$ cat config.mk
export PLATFORM = sky130hd
export DESIGN_NAME = ex_mem_stage
export DESIGN_NICKNAME = d
export VERILOG_FILES = /design/src/rtl/ex_mem_stage_pkg.sv /design/src/rtl/sat_counter.sv /design/src/rtl/ex_mem_stage.sv
export SDC_FILE = /design/constraint.sdc
export NUM_CORES = 1
export LEC_CHECK = 0
export ABC_AREA = 1
export CORE_MARGIN = 4
export CORE_UTILIZATION = 46
export CTS_BUF_LIST = sky130_fd_sc_hd__clkbuf_8
export CTS_CLUSTER_DIAMETER = 120
export CTS_CLUSTER_SIZE = 10
export DETAILED_ROUTE_END_ITERATION = 7
export GPL_ROUTABILITY_DRIVEN = 0
export PLACE_DENSITY_LB_ADDON = 0.08
export SYNTH_ARGS = -nofsm -noshare
export SYNTH_HDL_FRONTEND = slang
export SYNTH_SLANG_ARGS = --single-unit
$ cat constraint.sdc
create_clock -name clock -period 2.63 [get_ports clock]
set_clock_uncertainty 0.15 [all_clocks]
set_input_delay 0.526 -clock clock [delete_from_list [all_inputs] [get_ports clock]]
set_output_delay 0.526 -clock clock [all_outputs]
set_load 0.01 [all_outputs]
$ cat src/rtl/ex_mem_stage_pkg.sv
// Shared CPU definitions for the execute-to-memory pipeline stage:
// stage states, exception cause codes and a small overflow helper.
package ex_mem_stage_pkg;

    // The stage is either streaming results or parked on an exception.
    typedef enum logic {
        RUN  = 1'b0,
        TRAP = 1'b1
    } stage_state_e;

    // Exception cause codes; zero is reserved to mean "no exception".
    localparam logic [4:0] CAUSE_NONE     = 5'd0;
    localparam logic [4:0] CAUSE_OVERFLOW = 5'd12;

    // An ALU overflow only traps for signed instructions.
    function automatic logic isSignedOverflow(input logic overflow, input logic unsig);
        return overflow & ~unsig;
    endfunction

endpackage

$ cat src/rtl/sat_counter.sv
// Saturating event counter: counts inc pulses and sticks at all-ones.
module sat_counter #(
    parameter int WIDTH = 8
) (
    input  logic             clock,
    input  logic             reset_n,
    input  logic             inc,
    output logic [WIDTH-1:0] count
);

    logic [WIDTH-1:0] count_q;

    // Increment on each event unless the counter is already at its maximum.
    always_ff @(posedge clock or negedge reset_n) begin
        if (!reset_n) begin
            count_q <= '0;
        end else if (inc && (count_q != {WIDTH{1'b1}})) begin
            count_q <= count_q + WIDTH'(1);
        end
    end

    assign count = count_q;

endmodule

$ cat src/rtl/ex_mem_stage.sv
// Execute-to-memory pipeline register with valid/ready handshakes.
// Signed ALU overflows are squashed and reported as an exception; the
// stage then refuses new work until the exception is acknowledged.
module ex_mem_stage
    import ex_mem_stage_pkg::*;
#(
    parameter logic [4:0] OV_CAUSE = ex_mem_stage_pkg::CAUSE_OVERFLOW,
    parameter int         CNT_W    = 8
) (
    input  logic             clock,
    input  logic             reset_n,
    input  logic             in_valid,
    output logic             in_ready,
    input  logic [31:0]      in_pc,
    input  logic [31:0]      in_aluout,
    input  logic             in_overflow,
    input  logic             in_unsig,
    input  logic [4:0]       in_rd,
    input  logic             in_regwrite,
    input  logic             in_memread,
    input  logic             in_memwrite,
    input  logic [31:0]      in_store_data,
    input  logic             flush,
    output logic             out_valid,
    input  logic             out_ready,
    output logic [31:0]      out_pc,
    output logic [31:0]      out_aluout,
    output logic [31:0]      out_store_data,
    output logic [4:0]       out_rd,
    output logic             out_regwrite,
    output logic             out_memread,
    output logic             out_memwrite,
    output logic             exc_valid,
    output logic [31:0]      exc_epc,
    output logic [4:0]       exc_cause,
    input  logic             exc_ack,
    output logic [CNT_W-1:0] ovf_count
);

    stage_state_e state_q;

    logic        outValid_q, outValid_d;
    logic [31:0] outPc_q, outPc_d;
    logic [31:0] outAlu_q, outAlu_d;
    logic [31:0] outStore_q, outStore_d;
    logic [4:0]  outRd_q, outRd_d;
    logic        outRegWrite_q, outRegWrite_d;
    logic        outMemRead_q, outMemRead_d;
    logic        outMemWrite_q, outMemWrite_d;
    logic        excValid_q;
    logic [31:0] excEpc_q;
    logic [4:0]  excCause_q;

    logic accept;
    logic loadResult;
    logic enterTrap;

    assign in_ready   = (state_q == RUN) & (~outValid_q | out_ready);
    assign accept     = in_valid & in_ready;
    assign enterTrap  = accept & ~flush & isSignedOverflow(in_overflow, in_unsig);
    assign loadResult = accept & ~flush & ~isSignedOverflow(in_overflow, in_unsig);

    // Next value of the result register: flush wins, then a new result,
    // then draining; data fields only change when a new result loads.
    always_comb begin
        outValid_d    = outValid_q;
        outPc_d       = outPc_q;
        outAlu_d      = outAlu_q;
        outStore_d    = outStore_q;
        outRd_d       = outRd_q;
        outRegWrite_d = outRegWrite_q;
        outMemRead_d  = outMemRead_q;
        outMemWrite_d = outMemWrite_q;
        if (flush) begin
            outValid_d = 1'b0;
        end else if (loadResult) begin
            outValid_d    = 1'b1;
            outPc_d       = in_pc;
            outAlu_d      = in_aluout;
            outStore_d    = in_store_data;
            outRd_d       = in_rd;
            outRegWrite_d = in_regwrite;
            outMemRead_d  = in_memread;
            outMemWrite_d = in_memwrite;
        end else if (outValid_q && out_ready) begin
            outValid_d = 1'b0;
        end
    end

    // Result register toward the memory stage.
    always_ff @(posedge clock or negedge reset_n) begin
        if (!reset_n) begin
            outValid_q    <= 1'b0;
            outPc_q       <= '0;
            outAlu_q      <= '0;
            outStore_q    <= '0;
            outRd_q       <= '0;
            outRegWrite_q <= 1'b0;
            outMemRead_q  <= 1'b0;
            outMemWrite_q <= 1'b0;
        end else begin
            outValid_q    <= outValid_d;
            outPc_q       <= outPc_d;
            outAlu_q      <= outAlu_d;
            outStore_q    <= outStore_d;
            outRd_q       <= outRd_d;
            outRegWrite_q <= outRegWrite_d;
            outMemRead_q  <= outMemRead_d;
            outMemWrite_q <= outMemWrite_d;
        end
    end

    // Exception FSM: a signed overflow parks the stage in TRAP with the
    // report held until acknowledged; flush never releases a trap.
    always_ff @(posedge clock or negedge reset_n) begin
        if (!reset_n) begin
            state_q    <= RUN;
            excValid_q <= 1'b0;
            excEpc_q   <= '0;
            excCause_q <= CAUSE_NONE;
        end else begin
            unique case (state_q)
                RUN: begin
                    if (enterTrap) begin
                        state_q    <= TRAP;
                        excValid_q <= 1'b1;
                        excEpc_q   <= in_pc;
                        excCause_q <= OV_CAUSE;
                    end
                end
                TRAP: begin
                    if (exc_ack) begin
                        state_q    <= RUN;
                        excValid_q <= 1'b0;
                    end
                end
                default: state_q <= RUN;
            endcase
        end
    end

    sat_counter #(
        .WIDTH(CNT_W)
    ) u_ovf_counter (
        .clock  (clock),
        .reset_n(reset_n),
        .inc    (enterTrap),
        .count  (ovf_count)
    );

    assign out_valid      = outValid_q;
    assign out_pc         = outPc_q;
    assign out_aluout     = outAlu_q;
    assign out_store_data = outStore_q;
    assign out_rd         = outRd_q;
    assign out_regwrite   = outRegWrite_q;
    assign out_memread    = outMemRead_q;
    assign out_memwrite   = outMemWrite_q;
    assign exc_valid      = excValid_q;
    assign exc_epc        = excEpc_q;
    assign exc_cause      = excCause_q;

endmodule

# Yosys cells after proc, flatten, opt, wreduce, memory -nomap -nowiden
# Index checks and enable logic that the tools add are counted.
# word_totals
reg_bits	148
latch_bits	0
ramBits	0
rom_bits	0
in_bits	112
output_inout_bits	152
word_cells	44
n_memories	0
# op_classes
n_addsub	1
n_mul	0
div	0
n_lt_le_gt_ge	0
n_eq_ne	3
shift	0
muxes	9
bitwise	12
reduce_logical	6
# op_table
operator	count
$add A8 B1 Y8 const B	1
$ne A8 B8 Y1 const B	1
$mux W1	7
$and A1 B1 Y1	6
$reduce_and A2 Y1	3
$not A1 Y1	5
$pmux W1 S2	2
$reduce_bool A3 Y1	1
$logic_and A1 B1 Y1	2
$ne A2 B1 Y1 const B	1
$ne A2 B2 Y1 const B	1
$or A1 B1 Y1	1

# Longest topological paths before layout
# Gate-level depths: netlist (run 1).
# logic_depth
word_depth	8
ltp_mapped	9

# By module
# A second synthesis (run 1) with hierarchy kept.
# hier_totals
hier_cells	693
hier_area_um2	6319.8
# by_module_without_submodules
mod	instances	cells_per_inst	area_each_um2
ex_mem_stage	1	630	5836.8
sat_counter	1	63	483.0

# Worst setup path before layout (run 1)
# Ideal clock, no wire load.
# synth_timing
kind	input -> register
startpoint	input port out_ready
endpoint	register outAlu_q[22] (netlist: out_aluout[22])
setup_time_ns	0.121
t_arrival_ns	1.346
setup_slack_ns	1.014
path_stages	8
cell_sequence	inv_1 -> a21oi_4 -> nand3_2 -> buf_6 -> buf_6 -> buf_6 -> nand2_1 -> o21ai_1
# synth_via
elab_chain_cells	6
# synth_lines
element	line	source
start, declared	ex_mem_stage.sv:25	input logic out_ready,
$or A1 B1 Y1	ex_mem_stage.sv:58	assign in_ready = (state_q == RUN) & (~outValid_q | out_ready);
$and A1 B1 Y1	ex_mem_stage.sv:58	
named net in_ready	ex_mem_stage.sv:13	output logic in_ready,
$and A1 B1 Y1	ex_mem_stage.sv:59	assign accept = in_valid & in_ready;
$and A1 B1 Y1 (2 in a row)	ex_mem_stage.sv:61	assign loadResult = accept & ~flush & ~isSignedOverflow(in_overflow, in_unsig);
$reduce_and A2 Y1 (no source line)	--	
end signal, assigned	ex_mem_stage.sv:104	outAlu_q <= outAlu_d;
end, declared	ex_mem_stage.sv:44	logic [31:0] outAlu_q, outAlu_d;
# The timed path passes the listed nets, and every way through them passes these cells.
# A chain may end at the register's enable or synchronous reset.

# Final worst setup path (run 1)
# layout_timing
startpoint	input port out_ready
endpoint	output port in_ready
# layout_via
elab_chain_cells	2
# layout_lines
element	line
$or A1 B1 Y1	ex_mem_stage.sv:58
$and A1 B1 Y1	ex_mem_stage.sv:58
end, declared	ex_mem_stage.sv:13
# No other way between the ends.

==> results.py, run 1 <==
metrics = {
    "clock_tree": {
        "cts.sinks": 148,
        "cts_buffers": 17,
        "cts_setup_buffers": 0,
        "cts_tree": "built",
        "clk_latency_ns": 0.42,
        "cts_root_buf": "clkbuf_8",
        "clk_path_buf_depth": 2,
        "htreeDepth": 4,
        "cts.reportedPaths.clkPinSlew_ns": 0.08,
    },
    "outcome": {
        "status": "complete, no violations",
    },
    "die": {
        "core_area_mm2": 0.0126,
        "die-area_mm2": 0.0147,
        "row_count": 41,
        "start_util_pct": 46.8,
        "io_pins": 264,
        "die_h_um": 121,
        "die_x_um": 121,
    },
    "yosys": {
        "synth_edf_count": 0,
        "syn_area_mm2": 0.00588,
        "synth_top_cell_by_area": "dfrtp_1",
        "async_flop_share_pct": 100,
        "postSynthCellCount": 642,
        "synth_ff_type": "dfrtp_1",
        "ys_seq_area_share_pct": 63.0,
        "synth_cell_types": 21,
        "yosysTopAreaCellShare_pct": 63.0,
        "synthTopCellsByCount": "179 x nand2_1, 148 x dfrtp_1, 124 x o21ai_0",
        "synth_area_leaders": "dfrtp_1 63%, nand2_1 11%, o21ai_0 11%, inv_1 7.3%, buf_2 1.2%",
        "synth.most_common_cell": "nand2_1",
        "avgSynthCellArea_um2": 9.16,
        "ys_ff_latch": 148,
        "yosysWarnings": 0,
    },
    "routing": {
        "via_per_inst": 4.62,
        "dr.first_iter.drc_count": 341,
        "wl_per_cell_um": 14.5,
        "ant_nets": 0,
        "drc": 0,
        "vias": 5008,
        "drt-total-wl_mm": 15.7,
        "first_pass_iters": 5,
    },
    "setup_path": {
        "crit_fanout": 2,
        "cp.arrival_ns": 1.73,
        "crit_required_ns": 1.95,
        "path_cells": "clkdlybuf4s50_1 -> inv_1 -> a21oi_4 -> clkdlybuf4s50_1",
        "path_buf_inv": 3,
        "cpMostUsedCell": "clkdlybuf4s50_1",
        "start_kind": "input pin",
        "crit_type": "in -> out",
        "endpoint_kind": "output port",
        "cpPeakStageDelay_ns": 0.55,
        "critPathTopFamily": "buffers and inverters",
        "slowest_stage": "clkdlybuf4s50_1",
    },
    "pwr": {
        "peakVddDrop_mv": 0.380,
        "power_density_mw_per_mm2": 747,
        "power_leakage_uw": 0.00444,
    },
    "sta": {
        "final-hold-violation-count": 0,
        "fin_crit_sh_pct": 91.5,
        "slew_violations": 0,
        "timing.setup.tns_ns": 0,
        "worst_pin_slew_ns": 0.537,
        "rsz0062_at_grt": "no",
        "relSlewSlack_pct": 64.2,
        "max_freq_mhz": 416,
        "setup_viol": 0,
        "layout_min_cycle_time_ns": 2.41,
        "hold_slack_ns": 0.336,
    },
    "final_layout": {
        "seqCellArea_mm2": 0.00370,
        "fillers": 988,
        "multi_input_area_mm2": 0.00157,
        "antenna_cells": 0,
        "syn2layout_area_growth_pct": 53.6,
        "final_nets": 1013,
        "layout-drive-gt1-share_pct": 5.91,
    },
    "flow_run": {
        "max-cap-violations": 0,
    },
    "place": {
        "dpl.hpwl_mm": 11.8,
        "portBuffers": 260,
    },
    "global_route": {
        "first_global_vias": 5103,
        "grt_overflow": 0,
        "antenna_found_initial": 0,
        "grt_pass1_wl_mm": 25.4,
        "grt_start_max_net_pins": 138,
        "track_usage_pct": 22.1,
    },
    "worst_hold_path": {
        "min_path_type": "reg -> reg",
    },
}
## report_power, final
part           total (uW)  leakage [uW]  switching [uW]  internal (uW)
registers            3020       0.00185             282           2740
clock network        1710      0.000206             809            901
logic                2020       0.00238             863           1150
## worst reg2reg max path, stage by stage (launching register included)
cell and delay, ns:
dfrtp_1 0.43, a21oi_4 0.17, buf_4 0.14, nand3_2 0.21
buf_4 0.33, nand2_1 0.11, o21ai_0 0.07
## cell families (layout without fill, tap and decap cells)
| kind of cell | after synthesis | count (layout) | share of synthesized area, % |
|---|---|---|---|
| AND/OR/NAND/NOR | 200 | 200 | 13.4 |
| buffers and inverters | 150 | 419 | 10.6 |
| flip-flops | 148 | 148 | 63.0 |
| AO/OA/AOI/OAI | 141 | 141 | 12.5 |
| adder cells (fa/ha/maj) | 1 | 1 | 0.213 |
| other | 1 | 3 | 0.0638 |
| XOR/XNOR | 1 | 1 | 0.149 |
## placed cells by master (no fill, tap or decap), drive strengths merged
cell / n
clkdlybuf4s50: 259
nand2: 179
dfrtp: 148
o21ai: 140
inv: 118
clkbuf: 20
buf: 11
nand3: 10
nor2: 8
clkinv: 6
conb: 3
nand3b: 2
bufinv: 2
clkinvlp: 2
a21oi: 1
xor2: 1
or2: 1
ha: 1
dlygate4sd3: 1
## layer usage
layer	GRT usage, %	share of wire (%)	wire length, um
met2	37.3	50	7800
met5	0	0	0
met3	8.62	9.6	1510
met1	25.1	38	5980
met4	9.35	2.8	436
## stage by stage
stage / area [um^2] / total power [uW] / setup WS [ns] / std cells / util (%)
detailed placement: 8640 / 5110 / 0.222 / 1052 / 68.7
global route: 9030 / 7160 / 0.195 / 1085 / 71.9
floorplan: 5890 / 3730 / 1.01 / 644 / -
finish: 9030 / 6750 / 0.224 / 1085 / 71.9
CTS: 9030 / 6840 / 0.221 / 1085 / 71.9
global placement: 8640 / 5040 / 0.238 / 1052 / 68.7
## cell type report
| cell class | instances | share of cell area (%) |
|---|---|---|
| Inverter | 116 | 4.82 |
| Clock inverter | 12 | 1.25 |
| Multi-Input combinational cell | 346 | 17.3 |
| Timing Repair Buffer | 271 | 30.2 |
| Sequential cell | 148 | 41.0 |
| Clock buffer | 20 | 3.05 |
| Tap cell | 172 | 2.38 |
## state kept, by name, summed over array words and instances (netlist names)
| signal | count |
|---|---|
| out_pc | 32 |
| exc_valid | 1 |
| u_ovf_counter.count | 8 |
| out_valid | 1 |
| exc_cause | 1 |
| state_q | 1 |
| out_memread | 1 |
| exc_epc | 32 |
| out_rd | 5 |
| out_store_data | 32 |
| out_memwrite | 1 |
| out_aluout | 32 |
| out_regwrite | 1 |
## what timing repair did
action | in CTS | in global routing
hold buffers | 1 | 0
hold endpoints to repair | 54 | 0
setup endpoints to repair | 0 | 0
resized for setup | 0 | 0
## path summary, 6_finish.rpt
| path | end | cells past startpoint | slack, ns | start |
|---|---|---|---|---|
| setup reg to reg | exc_epc[23] | 6 | 0.90 | out_valid |
| hold / removal | out_store_data[7] | 2 | 0.34 | out_store_data[7] |
| hold reg to reg | out_store_data[7] | 2 | 0.34 | out_store_data[7] |
| max in group asynchronous | out_aluout[8] | 3 | 1.15 | reset_n |
| setup / recovery | in_ready | 4 | 0.22 | out_ready |
| min in group asynchronous | u_ovf_counter.count[5] | 2 | 0.48 | reset_n |
No activity file was read; power rests on OpenSTA's default activity.
==> run 2, diff against run 1 <==
- SETUP_SLACK_MARGIN: unset -> 0.5
==> run 2 against run 1 <==
- worst hold slack got worse by 0.00055 ns
- sequential cell count unchanged
- fmax grew 17%
- non-clock buffer count grew 10
- clock power barely moved
- setup slack better by 0.35 ns
- clock-buffer cell count stayed put
- routed wire length rose by 1.3%
- critical path depth fell by 3
- die area unchanged
- critical path type is now reg -> out
==> results.py, run 2 (synthesized netlist as in run 1, its figures left out) <==
metrics = {
    "outcome": {
        "status": "complete, no violations",
    },
    "pwr": {
        "power_uw": 6770,
        "peakVddDrop_mv": 0.380,
        "power_density_mw_per_mm2": 742,
        "power_leakage_uw": 0.00453,
    },
    "sta": {
        "rsz0062_at_grt": "no",
        "setup_viol": 0,
        "fin_crit_sh_pct": 78.3,
        "relSlewSlack_pct": 63.8,
        "worst_pin_slew_ns": 0.542,
        "max_freq_mhz": 486,
        "timing.setup.tns_ns": 0,
        "slew_violations": 0,
        "final-hold-violation-count": 0,
        "layout_min_cycle_time_ns": 2.06,
    },
    "die": {
        "die_h_um": 121,
        "die-area_mm2": 0.0147,
        "row_count": 41,
        "core_area_mm2": 0.0126,
        "die_x_um": 121,
        "start_util_pct": 46.8,
        "io_pins": 264,
    },
    "setup_path": {
        "endpoint_kind": "output port",
        "crit_fanout": 6,
        "path_depth": 1,
        "start_kind": "flip-flop",
        "crit_type": "reg -> out",
        "rr_worst_depth": 7,
        "rr_startpoint": "out_valid",
        "path_cells": "clkdlybuf4s50_1",
        "cpPeakStageDelay_ns": 0.55,
        "critPathTopFamily": "buffers and inverters",
        "slowest_stage": "clkdlybuf4s50_1",
        "path_buf_inv": 1,
        "cp-startpoint": "u_ovf_counter.count[4]",
        "cp.arrival_ns": 1.38,
        "crit_required_ns": 1.95,
    },
    "clock_tree": {
        "htreeDepth": 4,
        "clk_path_buf_depth": 2,
        "cts_tree": "built",
        "clk_latency_ns": 0.43,
        "cts.reportedPaths.clkPinSlew_ns": 0.07,
        "cts.sinks": 148,
        "cts_buffers": 17,
        "cts_root_buf": "clkbuf_8",
    },
    "final_layout": {
        "final_cell_mix": "254 x clkdlybuf4s50_1, 179 x nand2_1, 145 x dfrtp_1",
        "post-route-cell-area_mm2": 0.00912,
        "final_nets": 1023,
        "syn2layout_area_growth_pct": 55.1,
        "final_common_cell": "clkdlybuf4s50_1",
        "utilization_pct": 72.6,
        "antenna_cells": 0,
        "layout-drive-gt1-share_pct": 7.37,
    },
    "routing": {
        "vias": 5043,
        "wl_per_cell_um": 14.6,
        "route.met2.wl_mm": 7.92,
        "dr.first_iter.drc_count": 366,
        "via_per_inst": 4.61,
        "drt-total-wl_mm": 15.9,
        "first_pass_iters": 4,
        "ant_nets": 0,
        "drc": 0,
        "routed.top_layer": "met4",
        "met3_length_mm": 1.47,
        "m1WireLength_mm": 6.13,
    },
    "global_route": {
        "grt_start_max_net_pins": 138,
        "first_global_vias": 5113,
        "grt_pass1_wl_mm": 25.4,
        "grt_overflow": 0,
        "track_usage_pct": 22.2,
        "antenna_found_initial": 0,
    },
    "worst_hold_path": {
        "worstHoldStart": "out_pc[0]",
        "min_path_type": "reg -> reg",
        "min_path_cells": 2,
    },
    "place": {
        "dpl.hpwl_mm": 11.8,
        "dpl_cell_area_mm2": 0.00864,
        "portBuffers": 260,
    },
    "flow_run": {
        "max-cap-violations": 0,
    },
}
## run 2: cell count changes in the layout (fill, tap and decap cells not counted)
cell	delta
buf_4	+10
clkbuf_2	+1
dlymetal6s2s_1	+4
dfrtp_2	+3
dfrtp_1	-3
clkdlybuf4s50_1	-5
## run 2: power breakdown
group / internal (uW) / switching [uW] / leakage, uW
clock network: 901 / 811 / 0.000206
logic: 1170 / 879 / 0.00248
registers: 2740 / 271 / 0.00185
## run 2: area by class of cell
| class | instances | area (um^2) |
|---|---|---|
| clock inverters | 12 | 113 |
| repair buffers | 281 | 2810 |
| fillers | 990 | 3450 |
| multi-input cells | 346 | 1570 |
| flip-flops and latches | 148 | 3710 |
| well taps | 172 | 215 |
| inverters | 116 | 435 |
| clock buffers | 20 | 275 |
## run 2: metrics by stage
stage,hold WS (ns),cells,setup WS [ns]
after detailed placement,0.322,1052,0.222
after CTS,0.340,1087,0.492
after floorplan,0.0804,644,1.01
after global routing,0.363,1095,0.500
after global placement,0.316,1052,0.238
final,0.335,1095,0.571
## run 2: final timing paths
path	endpoint	slack, ns
worst max-delay path	ovf_count[4]	0.57
worst min-delay path	out_pc[0]	0.34
worst max register to register	exc_epc[23]	0.80
worst min register to register	out_pc[0]	0.34
max in group asynchronous	out_aluout[8]	1.13
min in group asynchronous	u_ovf_counter.count[5]	0.50
## run 2: repair_timing
action	4_1_cts	5_1_grt
hold buffers	1	0
endpoints found under the hold margin	54	0
cloned	0	0
gates resized for setup	4	6
endpoints found under the setup margin	6	10
buffers inserted	2	8
## run 2: routing by layer
layer / track usage, % / vias up
met3: 8.58 / 25
met2: 37.6 / 199
met1: 25.1 / 2327
li1: - / 2492
met4: 9.21 / 0
met5: 0 / -
==> run 3, diff against run 2 <==
- CORE_UTILIZATION: 46 -> 43
- clock period: 2.63 -> 1.9 ns (I/O delays scaled with it)
==> run 3 against run 2 <==
- highest routed layer unchanged
- critical path depth grew 1
- critical path type unchanged
- utilization grew 9.3 points
- first-iteration DRC count shrank 8.7%
- cell count grew 11%
- final area grew 19%
- critical endpoint is now in_ready
- largest power group unchanged
- register-to-register slack lost 0.60 ns
- global-route usage grew 2.1 points
==> results.py, run 3 (synthesized netlist as in run 1, its figures left out) <==
metrics = {
    "final_layout": {
        "layout-drive-gt1-share_pct": 42.6,
        "syn2layout_area_growth_pct": 85.0,
        "final_cell_mix": "143 x dfrtp_1, 133 x nand2_1, 110 x inv_1",
        "post-route-cell-area_mm2": 0.0109,
        "antenna_cells": 0,
        "seqCellArea_mm2": 0.00371,
        "fillers": 759,
        "multi_input_area_mm2": 0.00210,
        "final_common_cell": "dfrtp_1",
        "final_nets": 1144,
    },
    "place": {
        "dpl.hpwl_mm": 12.1,
        "dpl_cell_area_mm2": 0.00871,
        "portBuffers": 260,
    },
    "setup_path": {
        "r2r_slack_ns": 0.20,
        "cpPeakStageDelay_ns": 0.44,
        "rr_startpoint": "state_q",
        "start_kind": "flip-flop",
        "worstReg2RegEnd": "out_pc[30]",
        "crit_fanout": 2,
        "endpoint_kind": "output port",
        "cp.arrival_ns": 1.17,
        "path_depth": 2,
        "rr_worst_depth": 7,
        "path_cells": "a21oi_4 -> buf_6",
        "critPathTopFamily": "flip-flops",
        "cp-startpoint": "state_q",
        "cp-endpoint": "in_ready",
        "slowest_stage": "dfrtp_2",
        "path_buf_inv": 1,
        "crit_type": "reg -> out",
        "crit_required_ns": 1.37,
    },
    "die": {
        "row_count": 42,
        "die_x_um": 125,
        "core_area_mm2": 0.0133,
        "start_util_pct": 44.2,
        "io_pins": 264,
        "die-area_mm2": 0.0156,
        "die_h_um": 125,
    },
    "routing": {
        "ant_nets": 0,
        "wl_per_cell_um": 18.5,
        "dr.first_iter.drc_count": 334,
        "via_per_inst": 4.84,
        "drc": 0,
        "first_pass_iters": 4,
        "vias": 5904,
        "drt-total-wl_mm": 22.5,
    },
    "sta": {
        "setup_viol": 0,
        "max_freq_mhz": 588,
        "rsz0062_at_grt": "yes",
        "fin_crit_sh_pct": 89.5,
        "slew_violations": 0,
        "final-hold-violation-count": 0,
        "hold_slack_ns": 0.172,
        "layout_min_cycle_time_ns": 1.70,
        "timing.setup.tns_ns": 0,
    },
    "pwr": {
        "power_leakage_uw": 0.00572,
        "p_seq_share_pct": 40.1,
        "clkPwrFrac_pct": 23.8,
        "switching_share_pct": 32.1,
        "power_density_mw_per_mm2": 975,
        "intPower_uw": 7200,
        "power_uw": 10600,
        "power_frac_comb_pct": 36.0,
        "peakVddDrop_mv": 0.593,
        "p_switching_uw": 3400,
    },
    "global_route": {
        "grt_start_max_net_pins": 67,
        "antenna_found_initial": 0,
        "grt_pass1_wl_mm": 30.0,
        "grt_overflow": 0,
        "first_global_vias": 5762,
        "track_usage_pct": 24.3,
    },
    "clock_tree": {
        "cts.reportedPaths.clkPinSlew_ns": 0.09,
        "htreeDepth": 4,
        "clk_path_buf_depth": 2,
        "cts_buffers": 17,
        "clk_latency_ns": 0.46,
        "cts_tree": "built",
        "cts_root_buf": "clkbuf_8",
        "cts.sinks": 148,
    },
    "outcome": {
        "status": "complete, no violations",
    },
    "worst_hold_path": {
        "min_path_cells": 4,
        "min_path_type": "in -> reg",
        "worstHoldStart": "out_ready",
    },
    "flow_run": {
        "max-cap-violations": 0,
    },
}
==> run 3: worst min-delay path, delay by kind of cell <==
kind	cells	cell delay [ns]
buffers and inverters	2	0.16
AND/OR/NAND/NOR	1	0.12
AO/OA/AOI/OAI	1	0.09
==> run 3: per-stage QoR <==
step	util (%)	worst slack (ns)	cells
6_report	81.8	0.200	1219
4_1_cts	70.8	0.198	1143
2_1_floorplan	-	0.411	644
3_5_place_dp	65.5	-0.222	1059
3_3_place_gp	65.5	-0.218	1059
5_1_grt	81.8	0.140	1219
==> run 3: per-layer routing <==
metal,routed length [um],track usage (%),vias up
li1,-,-,2745
met1,8000,26.7,2865
met2,12000,42.6,239
met3,1720,9.13,55
met4,766,10.2,0
met5,0,0,-
==> run 3: repair_timing <==
item / 4_1_cts / 5_1_grt
hold buffers: 1 / 0
buffers inserted: 42 / 63
resized for setup: 684 / 235
cloned: 10 / 13
hold endpoints to repair: 39 / 0
endpoints found under the setup margin: 295 / 296
pin swaps: 1 / 13
==> run 3: how the worst min path moves through the flow <==
stage	to	slack, ns
CTS	out_pc[4]	0.26
global placement	out_pc[4]	0.18
finish	out_valid	0.17
floorplan	exc_cause[2]	-0.07
global route	out_valid	0.19
detailed placement	out_pc[4]	0.19
==> run 3: cell type report <==
| cell class | instances | area share [%] |
|---|---|---|
| well taps | 176 | 2.02 |
| clock buffers | 17 | 2.15 |
| multi-input cells | 346 | 19.3 |
| repair buffers | 402 | 36.9 |
| inverters | 116 | 4.02 |
| clock inverters | 14 | 1.51 |
| flip-flops and latches | 148 | 34.1 |
==> run 3: power by group through the flow <==
stage	Sequential [uW]	Clock (uW)	Combinational [uW]
5_1_grt	4320	2690	4090
3_5_place_dp	4230	0	2860
6_report	4260	2530	3820
2_1_floorplan	4520	0	659
4_1_cts	4190	2530	2900
3_3_place_gp	4210	0	2800
